### config.mk
export PLATFORM = sky130hd
export DESIGN_NAME = pe_accumulator
export DESIGN_NICKNAME = d
export VERILOG_FILES = /design/src/rtl/pe_pkg.sv /design/src/rtl/pe_acc_out_reg.sv /design/src/rtl/pe_accumulator.sv
export SDC_FILE = /design/constraint.sdc
export NUM_CORES = 1
export LEC_CHECK = 0
export ABC_CLOCK_PERIOD_IN_PS = 10550
export CAP_MARGIN = 20
export CORE_MARGIN = 4
export CORE_UTILIZATION = 55
export DETAILED_ROUTE_END_ITERATION = 12
export GPL_TIMING_DRIVEN = 1
export PLACE_DENSITY = 0.92
export SLEW_MARGIN = 20
export SYNTH_ARGS = -nofsm -noshare
export SYNTH_HDL_FRONTEND = slang
export SYNTH_SLANG_ARGS = --single-unit
### constraint.sdc
create_clock -name clk -period 10.55 [get_ports clk]
set_clock_uncertainty 0.2 [all_clocks]
set_input_delay 1.5825 -clock clk [delete_from_list [all_inputs] [get_ports clk]]
set_output_delay 1.5825 -clock clk [all_outputs]
set_load 0.02 [all_outputs]
### src/rtl/pe_pkg.sv
// Shared definitions for the PE datapath: accumulator FSM states, default
// widths and the accumulator width derivation.
package pe_pkg;

  typedef enum logic [1:0] {
    ACC_IDLE  = 2'd0,
    ACC_ACCUM = 2'd1,
    ACC_HOLD  = 2'd2
  } acc_state_t;

  localparam int DEF_PROD_WIDTH  = 16;
  localparam int DEF_KERNEL_SIZE = 9;

  // Product counter width; a window is force-closed when it reaches all ones.
  localparam int CNT_WIDTH = 8;

  // Accumulator wide enough to hold KERNEL_SIZE full-scale products.
  function automatic int acc_width(input int prod_width, input int kernel_size);
    return prod_width + $clog2(kernel_size);
  endfunction

endpackage

### src/rtl/pe_acc_out_reg.sv
// One-entry valid/ready result register for pe_accumulator.
// Loads a window result, holds it while the consumer stalls, clears on accept.
module pe_acc_out_reg #(
  parameter int ACC_WIDTH = 20
) (
  input  logic                 clk,
  input  logic                 rstn,
  input  logic                 load,
  input  logic [ACC_WIDTH-1:0] load_sum,
  input  logic                 load_occupied,
  input  logic                 load_count_err,
  input  logic                 out_ready,
  output logic                 out_valid,
  output logic [ACC_WIDTH-1:0] out_sum,
  output logic                 out_occupied,
  output logic                 out_count_err
);

  // Load wins over accept so a result leaving this cycle can be replaced at once.
  always_ff @(posedge clk or negedge rstn) begin
    // NOTE: sequential state uses non-blocking assignments so every flop samples pre-edge values.
    if (!rstn) begin
      out_valid     <= 1'b0;
      out_sum       <= '0;
      out_occupied  <= 1'b0;
      out_count_err <= 1'b0;
    end else if (load) begin
      out_valid     <= 1'b1;
      out_sum       <= load_sum;
      out_occupied  <= load_occupied;
      out_count_err <= load_count_err;
    end else if (out_valid && out_ready) begin
      out_valid     <= 1'b0;
      out_sum       <= '0;
      out_occupied  <= 1'b0;
      out_count_err <= 1'b0;
    end
  end

endmodule

### src/rtl/pe_accumulator.sv
// Window accumulator for the PE: sums one kernel window of products, compares
// the total with a threshold and presents it through a valid/ready register.
// Build option: define ACC_SATURATE_EN to clamp the accumulator at full scale
// (and force out_occupied) instead of wrapping modulo 2^ACC_WIDTH.
module pe_accumulator
  import pe_pkg::*;
#(
  parameter int PROD_WIDTH  = DEF_PROD_WIDTH,
  parameter int KERNEL_SIZE = DEF_KERNEL_SIZE,
  parameter int ACC_WIDTH   = acc_width(PROD_WIDTH, KERNEL_SIZE)
) (
  input  logic                  clk,
  input  logic                  rstn,
  input  logic                  acc_en,
  input  logic                  in_valid,
  output logic                  in_ready,
  input  logic [PROD_WIDTH-1:0] in_product,
  input  logic                  in_last,
  input  logic [ACC_WIDTH-1:0]  threshold,
  output logic                  out_valid,
  input  logic                  out_ready,
  output logic [ACC_WIDTH-1:0]  out_sum,
  output logic                  out_occupied,
  output logic                  out_count_err
);

  localparam logic [CNT_WIDTH-1:0] CNT_MAX    = '1;
  localparam logic [CNT_WIDTH-1:0] KERNEL_CNT = CNT_WIDTH'(KERNEL_SIZE);

  acc_state_t           state;
  logic [ACC_WIDTH-1:0] acc;
  logic [CNT_WIDTH-1:0] cnt;

  logic                 xfer;
  logic                 accept;
  logic                 start_win;
  logic [ACC_WIDTH-1:0] sum_next;
  logic [CNT_WIDTH-1:0] cnt_next;
  logic                 clamp_next;
  logic                 force_close;
  logic                 close_win;
  logic                 occupied_next;
  logic                 count_err_next;

  // out_ready feeds in_ready directly so a held result and a new product can
  // swap in the same cycle; reset gates it so nothing is accepted in reset.
  assign in_ready  = rstn && acc_en && (state != ACC_HOLD || out_ready);
  assign xfer      = in_valid && in_ready;
  assign accept    = out_valid && out_ready;
  // A transfer outside ACCUM always opens a fresh window.
  assign start_win = (state != ACC_ACCUM);

`ifdef ACC_SATURATE_EN
  logic                 clamped;
  logic [ACC_WIDTH:0]   sum_wide;
`endif

  // Next accumulator value, count and the result that would be loaded.
  always_comb begin
    // NOTE: every always_comb output gets a default first so no path infers a latch.
    cnt_next   = start_win ? CNT_WIDTH'(1) : cnt + CNT_WIDTH'(1);
`ifdef ACC_SATURATE_EN
    sum_wide   = {1'b0, (start_win ? '0 : acc)} + {1'b0, ACC_WIDTH'(in_product)};
    sum_next   = sum_wide[ACC_WIDTH] ? '1 : sum_wide[ACC_WIDTH-1:0];
    clamp_next = sum_wide[ACC_WIDTH] || (!start_win && clamped);
`else
    sum_next   = (start_win ? '0 : acc) + ACC_WIDTH'(in_product);
    clamp_next = 1'b0;
`endif
    force_close    = !in_last && (cnt_next == CNT_MAX);
    close_win      = xfer && (in_last || force_close);
    occupied_next  = (sum_next >= threshold) || clamp_next;
    count_err_next = force_close || (cnt_next != KERNEL_CNT);
  end

  // Window FSM and accumulator; everything here moves only on a transfer,
  // except HOLD draining to IDLE once its result is accepted.
  always_ff @(posedge clk or negedge rstn) begin
    if (!rstn) begin
      state <= ACC_IDLE;
      acc   <= '0;
      cnt   <= '0;
    end else if (xfer) begin
      acc   <= sum_next;
      cnt   <= cnt_next;
      state <= close_win ? ACC_HOLD : ACC_ACCUM;
    end else if (state == ACC_HOLD && accept) begin
      state <= ACC_IDLE;
      acc   <= '0;
      cnt   <= '0;
    end
  end

`ifdef ACC_SATURATE_EN
  // Remembers that the current window clamped so the occupied flag is forced.
  always_ff @(posedge clk or negedge rstn) begin
    if (!rstn) begin
      clamped <= 1'b0;
    end else if (xfer) begin
      clamped <= clamp_next;
    end else if (state == ACC_HOLD && accept) begin
      clamped <= 1'b0;
    end
  end
`endif

  pe_acc_out_reg #(
    .ACC_WIDTH (ACC_WIDTH)
  ) u_out_reg (
    .clk            (clk),
    .rstn           (rstn),
    .load           (close_win),
    .load_sum       (sum_next),
    .load_occupied  (occupied_next),
    .load_count_err (count_err_next),
    .out_ready      (out_ready),
    .out_valid      (out_valid),
    .out_sum        (out_sum),
    .out_occupied   (out_occupied),
    .out_count_err  (out_count_err)
  );

endmodule

==> out/results.txt, run 1 <==
nets@finish = 569
CP Capture Type = flop
Hold Vio Cnt, Final = 0
# fillers = 539
Yosys warning total = 0
busiest grt layer = met2
Critical R2R Launch = state[0]$_DFFE_PN0P_
Hold Path Depth = 2
area post-placement = 0.004603 mm^2
post-CTS resize count = 0
met2 Use GR = 41.12%
syn_area_per_cell = 9.079 um^2
worst skew pair latency = 0.31 ns
most frequent cells in the layout = clkdlybuf4s50_1 (64), nand2_1 (57), dfrtp_1 (53)
total setup buffers inserted after CTS = 0
Tmin final = 5.398 ns
worst reg2reg setup slack = 5.59 ns
drt pass-1 iters = 4
Area Overhead vs Synth = 20.30%
utilization after layout = 68.59%
RePlAce Congestion = 0.9515
worst r2r path cells = 16
Die Wd = 92.16 um
vias post-DR = 3,364
final cell count without fillers = 586
Max Clock Freq = 185.3 MHz
#FFs+latches synth = 53
max_cap viols = 0
Worst Hold Launch = acc[3]$_DFFE_PN0P_
fraction of layout cells with a size suffix above 1 = 5.306%
DIE AREA = 0.008493 mm^2
WP buf/inv = 1
GRT met3 Usage = 4.348%
Data required, critical path = 10.53 ns
Crit-path slowest cell = fa_1
post-synth net total = 509
Final Cell Area = 0.004686 mm^2
Pins Over Slew Limit = 0
CTS root buf = clkbuf_8
antenna cell count = 0
relative slew slack = 48.23%
DR DRC count = 0
first-pass GRT wire length = 16.22 mm
crit-path max FO = 3
clock-pin slew on the worst setup and hold paths = 0.10 ns
number of DRC markers in iteration 0 = 276
CTS Buffer Depth = 2
slowest stage delay, CP = 0.43 ns
worst slack, placed = 4.904 ns
Peak VDD IR = 0.1059 mV
vias per cell = 5.741
hold_buf cts = 0
wire length per cell = 16.10 um
hpwl dp = 7.107 mm
cell family with most CP delay = compound AO/OA/AOI/OAI gates
sequential share of the synthesized area = 34.05%
unrepaired setup endpoints after global routing = false
Core ar. = 0.006832 mm^2
clk sinks = 53
largest net degree at the start of global routing = 56
status = completed
RR Endpoint = u_out_reg.out_occupied$_DFFE_PN0P_
nature of the critical path startpoint = primary input
Hold WS = 0.2854 ns
Power Density = 156.4 mW/mm^2
Leakage = 2.245 nW
initial core utilization = 57.01%
Total Power Consumption = 733.0 uW
H-Tree Depth = 2
GR Overflow Total = 0
TritonCTS clock tree = yes
Post-synth EDFFs = 0
Final Cycle Share = 51.16%
Setup Viol. Count Final = 0
Async SR Flop Fraction = 100.0%
aggregate negative setup slack = 0 ns
Rows = 30
Die Y = 92.16 um
final WL = 9.434 mm
worst-path cell chain = clkdlybuf4s50_1 -> ha_1 -> fa_1 -> a211o_1 -> a21oi_1 -> o21ai_0 -> a31oi_1 -> xnor2_1 -> ha_1 -> nand2_1 -> o21ai_0 -> a2111oi_0 -> o21ai_0 -> a311oi_1 -> mux2i_1
most used cell, CP = o21ai_0
synthesized area = 0.003895 mm^2
vias in the first global route = 3,453
antenna violations before repair = 0
GRT Total Usage = 23.60%
IO Port Bufs = 65
placed cell count = 578
Crit Path Category = in -> reg
Ports = 66
Netlist cell types = 60
GR Util met1 = 29.81%
Final ANT Viol Nets = 0
ys flop type = dfrtp_1
Worst Hold End = acc[3]$_DFFE_PN0P_
commonest non-fill, non-tap cell in the layout = clkdlybuf4s50_1
CTS buffer count = 5
instance count of the mapped netlist = 429
Worst Max-Slew Pin Slew = 0.7747 ns
WP data arrival = 5.38 ns
final worst slack = 5.152 ns
Hold Crit Class = reg -> reg
layout make-up:
class,instances,area (um^2),share of cell area [%]
clock buffer,6,72.57,1.549
clock inverter,2,10.01,0.2136
inverter,36,135.1,2.884
multi-input combinational,325,2354,50.23
sequential,53,1326,28.30
tap,96,120.1,2.563
timing repair buffer,68,668.1,14.26
kinds of logic (layout without fill, tap and decap cells):
kind of cell | count (synthesis) | in the layout | synth area share, %
AND/OR/NAND/NOR | 133 | 133 | 17.12
AO/OA/AOI/OAI | 109 | 109 | 19.56
flip-flops | 53 | 53 | 34.05
buffers and inverters | 51 | 112 | 5.525
adder cells (fa/ha/maj) | 38 | 38 | 12.40
XOR/XNOR | 23 | 23 | 5.172
multiplexers | 22 | 22 | 6.168
worst reg2reg max path: cells and delay by family (launching register included):
| kind | cells | cell delay [ns] |
|---|---|---|
| AOI/OAI and AO/OA | 7 | 1.82 |
| and+or+nand+nor | 3 | 0.95 |
| adders and majority gates | 2 | 0.61 |
| DFF | 1 | 0.43 |
| buffers and inverters | 2 | 0.42 |
| xor gates and xnor gates | 1 | 0.30 |
| muxes | 1 | 0.12 |
state kept, by name (all words and copies together) (netlist names):
register,flops
state,2
cnt,8
acc,20
u_out_reg.out_valid,1
u_out_reg.out_occupied,1
u_out_reg.out_count_err,1
u_out_reg.out_sum,20
worst max path at each step:
| stage | to | cells past startpoint | from |
|---|---|---|---|
| after floorplan | u_out_reg.out_occupied$_DFFE_PN0P_ | 14 | in_product[0] |
| after global placement | u_out_reg.out_occupied$_DFFE_PN0P_ | 15 | in_product[0] |
| after detailed placement | u_out_reg.out_occupied$_DFFE_PN0P_ | 15 | in_product[0] |
| after CTS | u_out_reg.out_occupied$_DFFE_PN0P_ | 15 | in_product[0] |
| after global routing | u_out_reg.out_occupied$_DFFE_PN0P_ | 15 | in_product[0] |
| final | u_out_reg.out_occupied$_DFFE_PN0P_ | 15 | in_product[0] |
per-layer routing:
| metal | vias up | wire (um) | share of wire (%) |
|---|---|---|---|
| met5 | - | 0 | 0 |
| met1 | 1599 | 3952 | 42 |
| met3 | 18 | 587 | 6.2 |
| li1 | 1629 | - | - |
| met2 | 118 | 4738 | 50 |
| met4 | 0 | 155 | 1.6 |
where the power goes:
part / internal (mW) / switching, mW / leakage (nW)
combinational: 0.153 / 0.186 / 1.51
clock: 0.0462 / 0.0672 / 0.0450
sequential: 0.251 / 0.0304 / 0.692
total: 0.450 / 0.283 / 2.24
synth_stat cells (all sizes together), types with 10 or more instances:
| cell type | instances | share of area [%] |
|---|---|---|
| mux2 | 10 | 3.1 |
| a22o | 11 | 2.5 |
| xor2 | 14 | 3.1 |
| inv | 36 | 3.5 |
| clkbuf | 10 | 0.96 |
| mux2i | 12 | 3.1 |
| nor2 | 15 | 1.9 |
| and2 | 26 | 4.2 |
| ha | 37 | 12 |
| a21oi | 26 | 3.4 |
| o21ai | 26 | 3.4 |
| dfrtp | 53 | 34 |
| nand2 | 57 | 5.5 |
| a21o | 11 | 2.1 |
Power figures use the tool's default switching activity.
==> run 2: changes to the inputs <==
Settings changed: ABC_CLOCK_PERIOD_IN_PS 10550 to 5400, CORE_UTILIZATION 55 to 54, PLACE_DENSITY 0.92 to 0.91.
Clock period 10.55 ns to 5.4 ns, I/O delays scaled along.
==> out/results.txt, run 2 (synthesis results as in run 1) <==
aggregate negative setup slack = 0 ns
Critical R2R Launch = state[0]$_DFFE_PN0P_
cell family with most CP delay = compound AO/OA/AOI/OAI gates
area post-placement = 0.004611 mm^2
Area Overhead vs Synth = 20.69%
CTS root buf = clkbuf_8
status = completed
Total Power Consumption = 1.449 mW
Pins Over Slew Limit = 0
Rows = 30
largest net degree at the start of global routing = 53
fraction of layout cells with a size suffix above 1 = 5.703%
GR Overflow Total = 0
Max Clock Freq = 220.5 MHz
slowest stage delay, CP = 0.44 ns
CTS Buffer Depth = 2
most frequent cells in the layout = clkdlybuf4s50_1 (64), nand2_1 (57), dfrtp_1 (53)
Crit Path Category = in -> reg
Worst Max-Slew Pin Slew = 0.8277 ns
RePlAce Congestion = 0.8716
relative slew slack = 44.69%
antenna cell count = 0
Hold Crit Class = in -> async
utilization after layout = 68.06%
Setup Viol. Count Final = 0
Die Y = 92.93 um
CTS buffer count = 5
Final Cycle Share = 83.97%
WP data arrival = 4.52 ns
post-CTS resize count = 0
RR Endpoint = u_out_reg.out_occupied$_DFFE_PN0P_
Core ar. = 0.006907 mm^2
commonest non-fill, non-tap cell in the layout = clkdlybuf4s50_1
Power Density = 308.3 mW/mm^2
Final ANT Viol Nets = 0
vias per cell = 5.809
worst-path cell chain = clkdlybuf4s50_1 -> ha_1 -> fa_1 -> a211o_1 -> a21oi_1 -> o21ai_0 -> a31oi_1 -> xnor2_1 -> ha_1 -> nand2_1 -> o21ai_0 -> a2111oi_0 -> o21ai_0 -> a311oi_1 -> mux2i_1
Tmin final = 4.535 ns
worst skew pair latency = 0.31 ns
unrepaired setup endpoints after global routing = false
TritonCTS clock tree = yes
vias post-DR = 3,410
Die Wd = 92.93 um
WP buf/inv = 1
wire length per cell = 16.66 um
max_cap viols = 0
Peak VDD IR = 0.1852 mV
largest registers = acc (20), u_out_reg.out_sum (20), cnt (8)
DR DRC count = 0
Leakage = 2.250 nW
Ports = 66
final WL = 9.779 mm
crit-path max FO = 3
nets@finish = 570
initial core utilization = 56.39%
nature of the critical path startpoint = primary input
drt pass-1 iters = 4
Data required, critical path = 5.38 ns
worst reg2reg setup slack = 0.90 ns
CP Capture Type = flop
clk sinks = 53
H-Tree Depth = 2
IO Port Bufs = 65
most used cell, CP = o21ai_0
Hold Vio Cnt, Final = 0
vias in the first global route = 3,515
hpwl dp = 7.376 mm
worst r2r path cells = 17
number of DRC markers in iteration 0 = 236
DIE AREA = 0.008636 mm^2
first-pass GRT wire length = 16.41 mm
total setup buffers inserted after CTS = 0
Final Cell Area = 0.004701 mm^2
GRT Total Usage = 23.61%
Crit-path slowest cell = clkdlybuf4s50_1
antenna violations before repair = 0
clock-pin slew on the worst setup and hold paths = 0.10 ns
hold_buf cts = 0
==> run 2: cell count changes in the layout (fill, tap and decap cells not counted) <==
cell	change
buf_4	+1
clkinvlp_4	+1
inv_6	+1
clkinv_2	-1
clkbuf_1	-1
==> run 2: layer usage <==
layer / GRT usage [%] / wire length, um / vias up
met3: 3.818 / 538 / 19
met2: 41.57 / 4904 / 117
met4: 7.082 / 221 / 0
li1: - / - / 1638
met1: 29.63 / 4115 / 1636
met5: 0 / 0 / -
==> run 2: through the flow <==
| step | hold WS (ns) | std cells | setup WS [ns] |
|---|---|---|---|
| floorplan | 0.2418 | 429 | 1.281 |
| global placement | 0.2557 | 579 | 0.7742 |
| detailed placement | 0.2635 | 579 | 0.5639 |
| CTS | 0.09680 | 587 | 0.8971 |
| global route | 0.07488 | 587 | 0.4533 |
| finish | 0.1014 | 587 | 0.8654 |
==> run 2: how the worst max path moves through the flow <==
stage,start,end,depth (start not counted)
after floorplan,state[0]$_DFFE_PN0P_,u_out_reg.out_occupied$_DFFE_PN0P_,18
after global placement,in_product[0],u_out_reg.out_occupied$_DFFE_PN0P_,15
after detailed placement,in_product[0],u_out_reg.out_occupied$_DFFE_PN0P_,15
after CTS,in_product[0],u_out_reg.out_occupied$_DFFE_PN0P_,15
after global routing,state[0]$_DFFE_PN0P_,u_out_reg.out_occupied$_DFFE_PN0P_,17
final,in_product[0],u_out_reg.out_occupied$_DFFE_PN0P_,15
==> run 2: worst reg2reg max path: cells and delay by family (launching register included) <==
| kind | cells | cell delay, ns |
|---|---|---|
| buf+inv | 1 | 0.18 |
| xor+xnor | 1 | 0.19 |
| flops | 1 | 0.43 |
| mux | 1 | 0.11 |
| fa+ha+maj | 3 | 0.97 |
| simple gates | 3 | 0.39 |
| compound gates | 8 | 1.91 |
==> run 2: area by class of cell <==
type	instances	area (um^2)
clock inverter	3	21.27
fill	551	2206
multi-input combinational	325	2354
inverter	36	135.1
clock buffer	5	68.82
timing repair buffer	69	675.6
sequential	53	1326
tap	96	120.1
==> run 2: report_power, final <==
group          switching, mW  internal, mW  leakage [nW]
Sequential            0.0604         0.490         0.692
Clock                  0.144        0.0925        0.0445
Combinational          0.361         0.302          1.51
Total                  0.565         0.884          2.25
==> run 3: changes to the inputs <==
Settings changed: ABC_CLOCK_PERIOD_IN_PS 5400 to 4000, CORE_UTILIZATION 54 to 49, PLACE_DENSITY 0.91 to 0.88.
Clock period 5.4 ns to 4 ns, I/O delays scaled along.
==> out/results.txt, run 3 (synthesis results as in run 1) <==
RR Endpoint = u_out_reg.out_occupied$_DFFE_PN0P_
multi-input logic area = 0.002486 mm^2
CP Capture Type = flop
Peak VDD IR = 0.2420 mV
final WL = 10.71 mm
CTS root buf = clkbuf_8
Area Overhead vs Synth = 35.34%
fraction of layout cells with a size suffix above 1 = 18.80%
largest registers = acc (20), u_out_reg.out_sum (20), cnt (8)
Comb pwr share = 51.3%
Final Cell Area = 0.005271 mm^2
utilization after layout = 68.22%
clock-pin slew on the worst setup and hold paths = 0.10 ns
nature of the critical path startpoint = flop
hpwl dp = 8.066 mm
Power Density = 414.6 mW/mm^2
Hold Vio Cnt, Final = 0
Die Y = 97.16 um
Crit Path Category = reg -> reg
status = completed
Hold Path Depth = 2
sequential share of power = 33.9%
antenna cell count = 0
crit-path max FO = 5
number of DRC markers in iteration 0 = 185
most frequent cells in the layout = clkdlybuf4s50_1 (63), buf_4 (60), nand2_1 (57)
Leakage = 2.553 nW
Worst Max-Slew Pin Slew = 0.6815 ns
Final Cycle Share = 96.83%
Int Pwr = 1.363 mW
CTS buffer count = 5
Worst Hold Launch = acc[6]$_DFFE_PN0P_
drt pass-1 iters = 4
TritonCTS clock tree = yes
nets@finish = 628
worst reg2reg setup slack = 0.13 ns
max_cap viols = 0
# fillers = 597
worst skew pair latency = 0.31 ns
Net Sw Power = 822.6 uW
GR Overflow Total = 0
Pins Over Slew Limit = 0
first-pass GRT wire length = 17.62 mm
area post-placement = 0.004985 mm^2
vias post-DR = 3,592
Clock Power Share = 14.8%
largest net degree at the start of global routing = 53
Core ar. = 0.007727 mm^2
CTS Buffer Depth = 2
wire length per cell = 16.47 um
relative slew slack = 54.57%
Max Clock Freq = 258.2 MHz
sw frac = 37.64%
Setup Viol. Count Final = 0
Data required, critical path = 3.98 ns
IO Port Bufs = 65
Worst Hold End = acc[6]$_DFFE_PN0P_
worst r2r path cells = 16
Final ANT Viol Nets = 0
RePlAce Congestion = 0.9309
Hold Crit Class = reg -> reg
DR DRC count = 0
antenna violations before repair = 0
Ports = 66
Critical R2R Launch = state[0]$_DFFE_PN0P_
Rows = 32
vias in the first global route = 3,759
Die Wd = 97.16 um
commonest non-fill, non-tap cell in the layout = clkdlybuf4s50_1
aggregate negative setup slack = 0 ns
DIE AREA = 0.009439 mm^2
WP data arrival = 3.85 ns
vias per cell = 5.526
Total Power Consumption = 2.186 mW
Register Area = 0.001328 mm^2
GRT Total Usage = 22.28%
Tmin final = 3.873 ns
H-Tree Depth = 2
initial core utilization = 50.40%
clk sinks = 53
-- run 3: worst max-delay path by stage --
stage,startpoint,to,slack (ns),cells after the start
floorplan,state[1]$_DFFE_PN0P_,u_out_reg.out_occupied$_DFFE_PN0P_,0.02,17
finish,state[0]$_DFFE_PN0P_,u_out_reg.out_occupied$_DFFE_PN0P_,0.13,16
global placement,in_product[1],u_out_reg.out_occupied$_DFFE_PN0P_,-0.22,14
global route,state[0]$_DFFE_PN0P_,u_out_reg.out_occupied$_DFFE_PN0P_,-0.04,16
detailed placement,in_product[1],u_out_reg.out_occupied$_DFFE_PN0P_,-0.37,14
CTS,state[1]$_DFFE_PN0P_,u_out_reg.out_occupied$_DFFE_PN0P_,0.006,16
-- run 3: metrics by stage --
step | setup WS (ns) | hold slack [ns] | cells
6_report | 0.1267 | 0.2828 | 650
5_1_grt | -0.04076 | 0.3082 | 650
4_1_cts | 0.006331 | 0.2904 | 647
3_5_place_dp | -0.3732 | 0.2288 | 633
3_3_place_gp | -0.2198 | 0.2254 | 633
2_1_floorplan | 0.02045 | 0.1044 | 429
-- run 3: power groups by stage --
stage / Clock, mW / Sequential (mW) / Combinational (mW)
floorplan: 0 / 0.807 / 0.498
CTS: 0.333 / 0.741 / 1.07
detailed placement: 0 / 0.743 / 1.03
global route: 0.350 / 0.756 / 1.23
finish: 0.323 / 0.740 / 1.12
global placement: 0 / 0.739 / 0.995
-- run 3: critical path: stages (launching register included) --
cell,delay [ns]
dfrtp_1,0.41
nor2b_4,0.25
buf_4,0.15
and2_1,0.16
ha_4,0.21
buf_4,0.15
o21a_1,0.13
o221a_1,0.27
or2_1,0.27
o311a_1,0.39
ha_1,0.30
a211oi_1,0.22
o21ai_1,0.10
o211ai_1,0.10
a21oi_1,0.10
a311oi_2,0.24
mux2i_1,0.10
-- run 3: layer usage --
metal,routed length (um),vias to the layer above,track usage (%)
li1,-,1750,-
met1,4420,1740,26.82
met2,5540,87,40.71
met3,576,15,3.733
met4,167,0,6.263
met5,0,-,0
-- run 3: layout make-up --
class / count / area share, %
multi-input cells: 326 / 47.16
flip-flops and latches: 53 / 25.18
inverters: 36 / 2.563
well taps: 102 / 2.421
clock inverters: 1 / 0.1424
repair buffers: 126 / 20.96
clock buffers: 6 / 1.567
-- run 3: what timing repair did --
item                                   4_1_cts  5_1_grt
setup endpoints to repair                    1        1
gates resized for setup                     18        9
hold buffers                                 1        0
endpoints found under the hold margin        1        0
buffers inserted                             6        3
pin swaps                                   14        6
gates cloned                                 1        0
